## src/rtl/jtdsp16_pkg.sv

```systemverilog
// Shared definitions for the DSP16 serial-output receiver: FSM states,
// default word width and channel tag values.
package jtdsp16_pkg;

   typedef enum logic [1:0] {
      IDLE  = 2'd0,
      SHIFT = 2'd1,
      WAITR = 2'd2
   } sout_state_t;

   localparam int   DEF_WORD_W = 16;
   localparam logic LEFT       = 1'b1;
   localparam logic RIGHT      = 1'b0;

endpackage

```

## src/rtl/jtdsp16_sout_shreg.sv

```systemverilog
// Serial word assembler: ock rising-edge detect, MSB-first shift register and
// bit counter. Word completion and truncation are reported combinationally.
module jtdsp16_sout_shreg #(
   parameter int WORD_W = 16
) (
   input  logic              clk,
   input  logic              rst,
   input  logic              ock,
   input  logic              sio_do,
   input  logic              old,
   output logic              start,
   output logic              trunc,
   output logic              word_done,
   output logic [WORD_W-1:0] word_next
);

   localparam int CNT_W = $clog2(WORD_W + 1);

   logic              ock_l_reg;
   logic              active_reg;
   logic [WORD_W-1:0] shreg_reg;
   logic [CNT_W-1:0]  bitcnt_reg;
   logic              be;
   logic              shift;

   assign be        = ock & ~ock_l_reg;
   assign start     = be & old;
   assign trunc     = start & active_reg;
   assign shift     = be & ~old & active_reg;
   assign word_next = {shreg_reg[WORD_W-2:0], sio_do};
   // The completing bit is exposed before it is registered so the pairing
   // logic can publish the sample one cycle after the last bit event.
   assign word_done = shift && (bitcnt_reg == CNT_W'(WORD_W - 1));

   always_ff @(posedge clk) begin
      if (rst) begin
         ock_l_reg  <= 1'b0;
         active_reg <= 1'b0;
         shreg_reg  <= '0;
         bitcnt_reg <= '0;
      end else begin
         ock_l_reg <= ock;
         if (start) begin
            shreg_reg  <= WORD_W'(sio_do);
            bitcnt_reg <= CNT_W'(1);
            active_reg <= 1'b1;
         end else if (shift) begin
            shreg_reg  <= word_next;
            bitcnt_reg <= bitcnt_reg + CNT_W'(1);
            if (word_done)
               active_reg <= 1'b0;
         end
      end
   end

endmodule

```

## src/rtl/jtdsp16_sout_rx.sv

```systemverilog
// DSP16 serial-output receiver: pairs left/right serial words into stereo
// samples and counts framing errors with a saturating counter.
module jtdsp16_sout_rx
   import jtdsp16_pkg::*;
#(
   parameter int WORD_W = DEF_WORD_W,
   parameter int ERR_W  = 8
) (
   input  logic              clk,
   input  logic              rst,
   input  logic              ock,
   input  logic              sio_do,
   input  logic              old,
   input  logic              sadd,
   output logic [WORD_W-1:0] left,
   output logic [WORD_W-1:0] right,
   output logic              sample,
   output logic [ERR_W-1:0]  err_cnt,
   input  logic              err_clr
);

   sout_state_t       state_reg;
   logic              chan_reg;
   logic [WORD_W-1:0] lhold_reg;
   logic              start;
   logic              trunc;
   logic              word_done;
   logic [WORD_W-1:0] word_next;
   logic              err_evt;

   jtdsp16_sout_shreg #(.WORD_W(WORD_W)) u_shreg (
      .clk       (clk),
      .rst       (rst),
      .ock       (ock),
      .sio_do    (sio_do),
      .old       (old),
      .start     (start),
      .trunc     (trunc),
      .word_done (word_done),
      .word_next (word_next)
   );

   // Framing errors: truncated word, right word with no pending left, or a
   // second left word while already holding one.
   assign err_evt = trunc
                  | (word_done && state_reg == SHIFT && chan_reg == RIGHT)
                  | (word_done && state_reg == WAITR && chan_reg == LEFT);

   always_ff @(posedge clk) begin
      if (rst) begin
         state_reg <= IDLE;
         chan_reg  <= RIGHT;
         lhold_reg <= '0;
         left      <= '0;
         right     <= '0;
         sample    <= 1'b0;
      end else begin
         sample <= 1'b0;
         if (start)
            chan_reg <= sadd;
         case (state_reg)
            IDLE: begin
               if (start)
                  state_reg <= SHIFT;
            end
            SHIFT: begin
               if (word_done) begin
                  if (chan_reg == LEFT) begin
                     lhold_reg <= word_next;
                     state_reg <= WAITR;
                  end else begin
                     state_reg <= IDLE;
                  end
               end
            end
            WAITR: begin
               if (word_done) begin
                  if (chan_reg == RIGHT) begin
                     left      <= lhold_reg;
                     right     <= word_next;
                     sample    <= 1'b1;
                     state_reg <= IDLE;
                  end else begin
                     lhold_reg <= word_next;
                  end
               end
            end
            default: state_reg <= IDLE;
         endcase
      end
   end

   always_ff @(posedge clk) begin
      if (rst || err_clr)
         err_cnt <= '0;
      else if (err_evt && err_cnt != '1)
         err_cnt <= err_cnt + ERR_W'(1);
   end

endmodule

```

## config.mk

```make
export PLATFORM = sky130hd
export DESIGN_NAME = jtdsp16_sout_rx
export DESIGN_NICKNAME = d
export VERILOG_FILES = /design/src/rtl/jtdsp16_pkg.sv /design/src/rtl/jtdsp16_sout_shreg.sv /design/src/rtl/jtdsp16_sout_rx.sv
export SDC_FILE = /design/constraint.sdc
export NUM_CORES = 1
export LEC_CHECK = 0
export CAP_MARGIN = 20
export CORE_MARGIN = 2
export CORE_UTILIZATION = 50
export CTS_BUF_LIST = sky130_fd_sc_hd__clkbuf_16
export CTS_CLUSTER_SIZE = 40
export DETAILED_ROUTE_END_ITERATION = 10
export DONT_BUFFER_PORTS = 1
export HOLD_SLACK_MARGIN = 0.03
export PLACE_DENSITY = 0.72
export SLEW_MARGIN = 20
export SYNTH_ARGS = -nofsm -noshare
export SYNTH_HDL_FRONTEND = slang
export SYNTH_SLANG_ARGS = --single-unit
```

## constraint.sdc

```tcl
create_clock -name clk -period 3.5 [get_ports clk]
set_input_delay 0.7 -clock clk [delete_from_list [all_inputs] [get_ports clk]]
set_output_delay 0.7 -clock clk [all_outputs]
set_load 0.02 [all_outputs]
```

**Word level (Yosys, flattened, before mapping)**

Index checks and enable logic that the tools add are counted.

- Add/sub/neg operators: 2
- Eq/ne operators: 8
- Muxes and demuxes: 14
- Bitwise operators: 12
- Reductions and logical operators: 17

Operator list:

| kind | count |
|---|---|
| two-way mux 2 bit | 5 |
| adder 8 x 1 -> 8 bit, second input constant | 1 |
| two-way mux 1 bit | 8 |
| inequality test 8 bit, second input constant | 1 |
| logical AND 1 bit | 6 |
| inequality test 2 bit, second input constant | 3 |
| one-hot mux 2 bit (3 select lines) | 1 |
| AND reduction 3 bit | 2 |
| adder 5 x 1 -> 5 bit, second input constant | 1 |
| AND 1 bit | 5 |
| == test 5 x 4 -> 1 bit, second input constant | 1 |
| NOT 1 bit | 5 |
| AND reduction 4 bit | 1 |
| nonzero test 2 bit | 2 |
| OR reduction 2 bit | 2 |
| OR reduction 3 bit | 1 |
| == test 2 x 1 -> 1 bit, second input constant | 1 |
| == test 2 bit, second input constant | 1 |
| zero test 2 bit | 1 |
| inequality test 2 x 1 -> 1 bit, second input constant | 1 |
| bitwise OR 1 bit | 2 |
| AND reduction 2 bit | 1 |
| logical OR 1 bit | 1 |

- Register bits: 82
- Bits of input ports: 7
- Output and inout bits: 41
- Word-level logic and storage cells: 66

**Logic depth before layout (Yosys ltp)**

Gate-level depths: netlist (run 1).

- Depth in word-level cells: 10
- Depth in mapped cells: 9
- Depth with buffers taken out: 7

**Hierarchy**

A second synthesis (run 1) with hierarchy kept.

- Cell total of the unflattened synthesis: 397
- Area, all modules: 3198.1 um2

By module, submodules not included:

| module | instances | cells an instance | area an instance (um2) | seq. area each (um2) |
|---|---|---|---|---|
| jtdsp16_sout_rx | 1 | 289 | 2299.7 | 1201.2 |
| jtdsp16_sout_shreg | 1 | 108 | 898.4 | 440.4 |

**Worst setup path before layout (run 1)**

OpenSTA, ideal clock, no wires.

- Kind: reg-to-reg
- Start: reg u_shreg.bitcnt_reg[0]
- End: reg err_cnt[6]
- Library setup time: 0.125 ns
- Arrival time: 1.805 ns
- Data required time: 3.375 ns
- Setup slack: 1.570 ns
- Cell stages (with the launch flop): 10
- Buffers on the path: 2
- Clock period less this slack: 1.930 ns
- Path through: dfxtp_1 ha_1 and3_1 ha_1 buf_6 or2_2 o2111ai_2 buf_2 o21ai_0 nor3b_1

- Word-level cells in the longest chain between the ends: 7
- Elaborated cells on any way between the ends: 9
- Classes of those cells: eq/ne (1); bitwise (2); reduce/logical (6)

RTL lines:

| item | line | text |
|---|---|---|
| start, declared | jtdsp16_sout_shreg.sv:22 | `logic [CNT_W-1:0] bitcnt_reg;` |
| start signal, assigned | jtdsp16_sout_shreg.sv:49 | `bitcnt_reg <= bitcnt_reg + CNT_W'(1);` |
| == test 5 x 4 -> 1 bit * | jtdsp16_sout_shreg.sv:33 | `assign word_done = shift && (bitcnt_reg == CNT_W'(WORD_W - 1));` |
| logical AND 1 bit * | jtdsp16_sout_shreg.sv:33 |  |
| logical AND 1 bit (2 in series) | jtdsp16_sout_rx.sv:46 | `\| (word_done && state_reg == SHIFT && chan_reg == RIGHT)` |
| bitwise OR 1 bit | jtdsp16_sout_rx.sv:46 |  |
| bitwise OR 1 bit * | jtdsp16_sout_rx.sv:47 | `\| (word_done && state_reg == WAITR && chan_reg == LEFT);` |
| logical AND 1 bit * | jtdsp16_sout_rx.sv:96 | `else if (err_evt && err_cnt != '1)` |
| end signal, assigned | jtdsp16_sout_rx.sv:97 | `err_cnt <= err_cnt + ERR_W'(1);` |
| end, declared | jtdsp16_sout_rx.sv:18 | `output logic [ERR_W-1:0] err_cnt,` |

Mark *: on every way between the ends. The rest lies on a longest branch, timed or not.
A chain may end at the register's enable or synchronous reset.

**Worst setup path after layout (run 1)**

- Start: reg u_shreg.bitcnt_reg[0]
- End: reg err_cnt[2]

Same word-level chain as after synthesis.

==> results of run 1 <==
==> Yosys cell counts (3+ instances only) <==
cell      count  area [µm²]
nand2_1     103         387
dfxtp_1      82        1640
a21oi_1      56         280
nor2_1       23        86.3
mux2i_1      17         170
clkbuf_1     14        52.6
ha_1          6        75.1
nand3_1       6        30.0
buf_2         5        25.0
inv_1         5        18.8
a211oi_1      4        30.0
buf_4         4        30.0
o21ai_0       4        20.0
nand4_1       3        18.8
o31ai_1       3        22.5
or2_2         3        18.8
or4_1         3        22.5
==> cell families after synthesis <==
kind of cell	after synthesis
simple gates	159
flops	82
compound gates	74
buf+inv	30
mux	18
fa+ha+maj	6
xor+xnor	2
==> critical path: stages, from the launching register on <==
cell       delay, ps
dfxtp_1          370
ha_1             170
and3_1           160
ha_1             320
or2_2            190
o2111ai_2        310
o311ai_0         540
o41ai_1          150
==> per-stage QoR <==
stage	std cells	instance area (µm²)
floorplan	371	3200
global placement	426	3210
detailed placement	426	3210
CTS	442	3530
global route	442	3530
finish	442	3530
==> final cells by class <==
type | instances | area [µm²]
well taps | 77 | 96.3
multi-input cells | 259 | 1430
clock buffers | 9 | 225
flip-flops and latches | 82 | 1640
inverters | 5 | 18.8
repair buffers | 3 | 22.5
clock inverters | 7 | 92.6
fillers | 565 | 2750
==> per-layer routing <==
| layer | track usage, % | wire (µm) | share of wire, % |
|---|---|---|---|
| met5 | 0 | 0 | 0 |
| met4 | 7.92 | 167 | 2.6 |
| met3 | 6.92 | 453 | 7.0 |
| met1 | 24.3 | 2930 | 45 |
| met2 | 28.8 | 2900 | 45 |
==> final timing paths <==
check	start	end	slack, ps	cells past startpoint
setup / recovery	u_shreg.bitcnt_reg[0]$_SDFFE_PP0P_	err_cnt[2]$_SDFFE_PP0P_	1150	7
hold / removal	rst	left[3]$_SDFFE_PP0P_	440	1
setup reg to reg	u_shreg.bitcnt_reg[0]$_SDFFE_PP0P_	err_cnt[2]$_SDFFE_PP0P_	1150	7
hold reg to reg	lhold_reg[15]$_SDFFE_PP0P_	left[15]$_SDFFE_PP0P_	450	2
==> power groups by stage <==
stage / sequential (µW) / combinational (µW) / clock [µW]
global route: 943 / 35.3 / 1040
global placement: 963 / 31.4 / 0
finish: 943 / 32.2 / 988
detailed placement: 964 / 32.1 / 0
floorplan: 962 / 35.5 / 0
CTS: 943 / 32.1 / 1000
==> flow_summary.toml, run 1 <==
[outcome]
status = "finished, final reports clean"

[logic_synthesis]
synthMuxAreaShare_pct = 5.79
synth_edf_count = 0
yosys.area_share.simple_pct = 22.4
synth-xor-area-share_pct = 0.548
yosysUniqueCellTypes = 42
ys_seq_elements = 82
synth_area_um2 = 3200
synthArstFlopShare_pct = 0
synth_cells = 371
yosys_warnings = 0
ys.flop_type = "dfxtp_1"
syn_avg_cell_area_um2 = 8.62
synth_fp_nets = 384
synth_compound_area_share_pct = 13.2
synth_top_family_by_area = "simple AND/OR/NAND/NOR gates"
synthAdderAreaFrac_pct = 2.35
ys_seq_area_share_pct = 51.3

[grt]
grt-ovfl-total = 0
grt_max_degree = 61
grt_usage_pct = 18.9
antenna_found_initial = 0
grt_pass1_vias = 2212
grt_first_pass_wirelength_um = 10900

[drt]
vias = 2418
vias_per_cell = 5.47
drc = 0
routedWlPerCell_um = 14.6
routed_wl_um = 6460
postRouteAntennaNets = 0
drt-pass1-iter-count = 4
drt_iter0_drc = 147

[setup_path]
arrival_ps = 2540
cp.required_ps = 3690
worstSetupPathType = "reg -> reg"
endpoint_kind = "flop"
cp_max_fo = 14
startpoint_type = "flop"

[pwr]
pwr-share-seq_pct = 48.0
power.leakage_uw = 0.00130
finalPower_uw = 1960
power_frac_clock_pct = 50.3
internal-power_uw = 1570
vdd_drop_max_v = 0.000366
p_switching_uw = 390
cellPowerDensity_nw_per_um2 = 557
netSwitchingFraction_pct = 19.8
power_frac_comb_pct = 1.6

[floorplan]
rows = 29
dieArea_um2 = 7050
core_um2 = 6280
io-pin-count = 48
die-height_um = 84.0
initial_utilization_pct = 50.9
die_x_um = 84.0

[clock_network]
cts_resized = 0
clock_latency_ps = 330
numClockSinks = 82
cts_tree = "built"
ctsHoldBuffers = 0
cts_buffers = 9
htreeDepth = 3
cts_buffer_depth = 2
clk_pin_slew_worst_paths_ps = 60
root_buffer = "clkbuf_16"
post_cts_buffers = 0

[timing]
slew_viol_final = 0
setup_viol = 0
fin_hold_ws_ps = 443
slew_headroom_pct = 54.1
finClkSkew_ps = 8.03
tightest_slew_ps = 689
setup_tns_ps = 0
fin_crit_sh_pct = 67.2
fin_crit_ps = 2350
fmax_ghz = 0.425
finalHoldViolCount = 0
fin_ws_ps = 1150
rsz0062_at_grt = "no"

[finish]
final_cell_mix = "nand2_1, dfxtp_1, a21oi_1"
finalNetCount = 373
utilization_pct = 56.2
drive_gt1_share_pct = 6.85
diodes = 0
syn_to_final_growth_pct = 10.3
layout_commonest_cell = "nand2_1"

[place]
portBuffers = 0
pre_cts_slack_ps = 953
gp_congestion = 0.820
hpwl_um = 4160

[worst_hold_path]
hold_path.class = "in -> reg"

[run]
max-cap-violations = 0
(Power assumes the default switching activity.)
==> run 2: changes to the inputs <==
==> constraint.sdc (replaced) <==
create_clock -name clk -period 2.23 [get_ports clk]
set_input_delay 0.446 -clock clk [delete_from_list [all_inputs] [get_ports clk]]
set_output_delay 0.446 -clock clk [all_outputs]
set_load 0.02 [all_outputs]
==> run 2 against run 1 <==
Net effect:
- wire length is 1.6% lower
- via count rose by 2.0%
- combinational power increased by 67%
- core utilization rose by 0.88 points
- global-route usage shrank 0.29 points
- power grew 57%
- critical endpoint unchanged
- largest power group unchanged
==> flow_summary.toml, run 2 (same netlist as run 1, synthesis figures left out) <==
[outcome]
status = "finished, final reports clean"

[place]
pre_cts_slack_ps = 167
hpwl_um = 4260
portBuffers = 0
dpl_cell_area_um2 = 3270
gp_congestion = 0.827

[timing]
fin_ws_ps = 177
setup_tns_ps = 0
fmax_ghz = 0.487
rsz0062_at_grt = "no"
tightest_slew_ps = 679
slew_headroom_pct = 54.7
slew_viol_final = 0
finClkSkew_ps = 7.09
setup_viol = 0
finalHoldViolCount = 0
fin_crit_ps = 2050
fin_crit_sh_pct = 92.1

[setup_path]
rrSetupSlack_ps = 180
worstSetupPathType = "reg -> reg"
cp_max_fo = 11
cp.required_ps = 2430
endpoint_kind = "flop"
startpoint_type = "flop"
arrival_ps = 2260

[run]
max-cap-violations = 0

[finish]
drive_gt1_share_pct = 8.65
fill_cells = 564
fin_area_um2 = 3580
ff_latch_area_um2 = 1640
syn_to_final_growth_pct = 12.0
finalNetCount = 379
final_cell_mix = "nand2_1, dfxtp_1, a21oi_1"
multiInputGateArea_um2 = 1430
layout_commonest_cell = "nand2_1"
diodes = 0

[floorplan]
die_x_um = 84.0
initial_utilization_pct = 50.9
die-height_um = 84.0
dieArea_um2 = 7050
core_um2 = 6280
rows = 29
io-pin-count = 48

[drt]
drc = 0
drt_iter0_drc = 123
postRouteAntennaNets = 0
vias = 2466
drt-pass1-iter-count = 4
routedWlPerCell_um = 14.2
vias_per_cell = 5.52
routed_wl_um = 6350

[grt]
grt_usage_pct = 18.6
grt_max_degree = 61
grt-ovfl-total = 0
antenna_found_initial = 0
grt_first_pass_wirelength_um = 10600
grt_pass1_vias = 2302

[clock_network]
numClockSinks = 82
cts_resized = 0
htreeDepth = 3
cts_buffers = 9
clock_latency_ps = 330
post_cts_buffers = 0
ctsHoldBuffers = 0
root_buffer = "clkbuf_16"
cts_tree = "built"
cts_buffer_depth = 2
clk_pin_slew_worst_paths_ps = 60

[worst_hold_path]
hold_path.class = "in -> reg"

[pwr]
power.leakage_uw = 0.00132
cellPowerDensity_nw_per_um2 = 858
vdd_drop_max_v = 0.000427
==> run 2: cell types whose count changed in the layout (fill, tap and decap cells not counted), sizes merged <==
cell,change
buf,+6
clkinv,-1
==> run 2: final timing paths <==
kind	start	endpoint	cells past startpoint
setup / recovery	u_shreg.bitcnt_reg[0]$_SDFFE_PP0P_	err_cnt[2]$_SDFFE_PP0P_	8
hold / removal	rst	left[4]$_SDFFE_PP0P_	1
setup reg to reg	u_shreg.bitcnt_reg[0]$_SDFFE_PP0P_	err_cnt[2]$_SDFFE_PP0P_	8
hold reg to reg	lhold_reg[4]$_SDFFE_PP0P_	left[4]$_SDFFE_PP0P_	2
==> run 2: cell type report <==
class | count | share of cell area, %
Sequential cell | 82 | 45.8
Multi-Input combinational cell | 259 | 39.9
Clock buffer | 9 | 6.29
Tap cell | 77 | 2.69
Clock inverter | 6 | 2.51
Timing Repair Buffer | 9 | 2.24
Inverter | 5 | 0.524
==> run 2: power breakdown <==
group	switching, µW	internal [µW]
logic	30.8	22.9
registers	8.02	1470
clock network	561	979
==> run 2: critical path: stages (launching register included) <==
cell       delay [ps]
dfxtp_1           380
ha_1              190
and3_1            170
ha_1              160
or2_2             120
o2111ai_2         250
buf_4             250
o311ai_0          300
o41ai_1           120
==> run 2: per-layer routing <==
metal | up-vias | part of all wire (%) | track usage [%] | routed length (µm)
met1 | 1144 | 45 | 23.4 | 2870
met4 | 0 | 2.0 | 9.09 | 125
met3 | 11 | 7.1 | 6.53 | 454
li1 | 1250 | - | - | -
met2 | 61 | 46 | 28.6 | 2900
met5 | - | 0 | 0 | 0
==> run 2: through the flow <==
step,utilization [%],power [µW],cells,hold slack [ps]
after detailed placement,52.0,1570,432,440
final,57.1,3070,447,186
after CTS,57.1,3100,447,181
after global routing,57.1,3170,447,182
after global placement,52.0,1560,432,438
after floorplan,-,1570,371,432
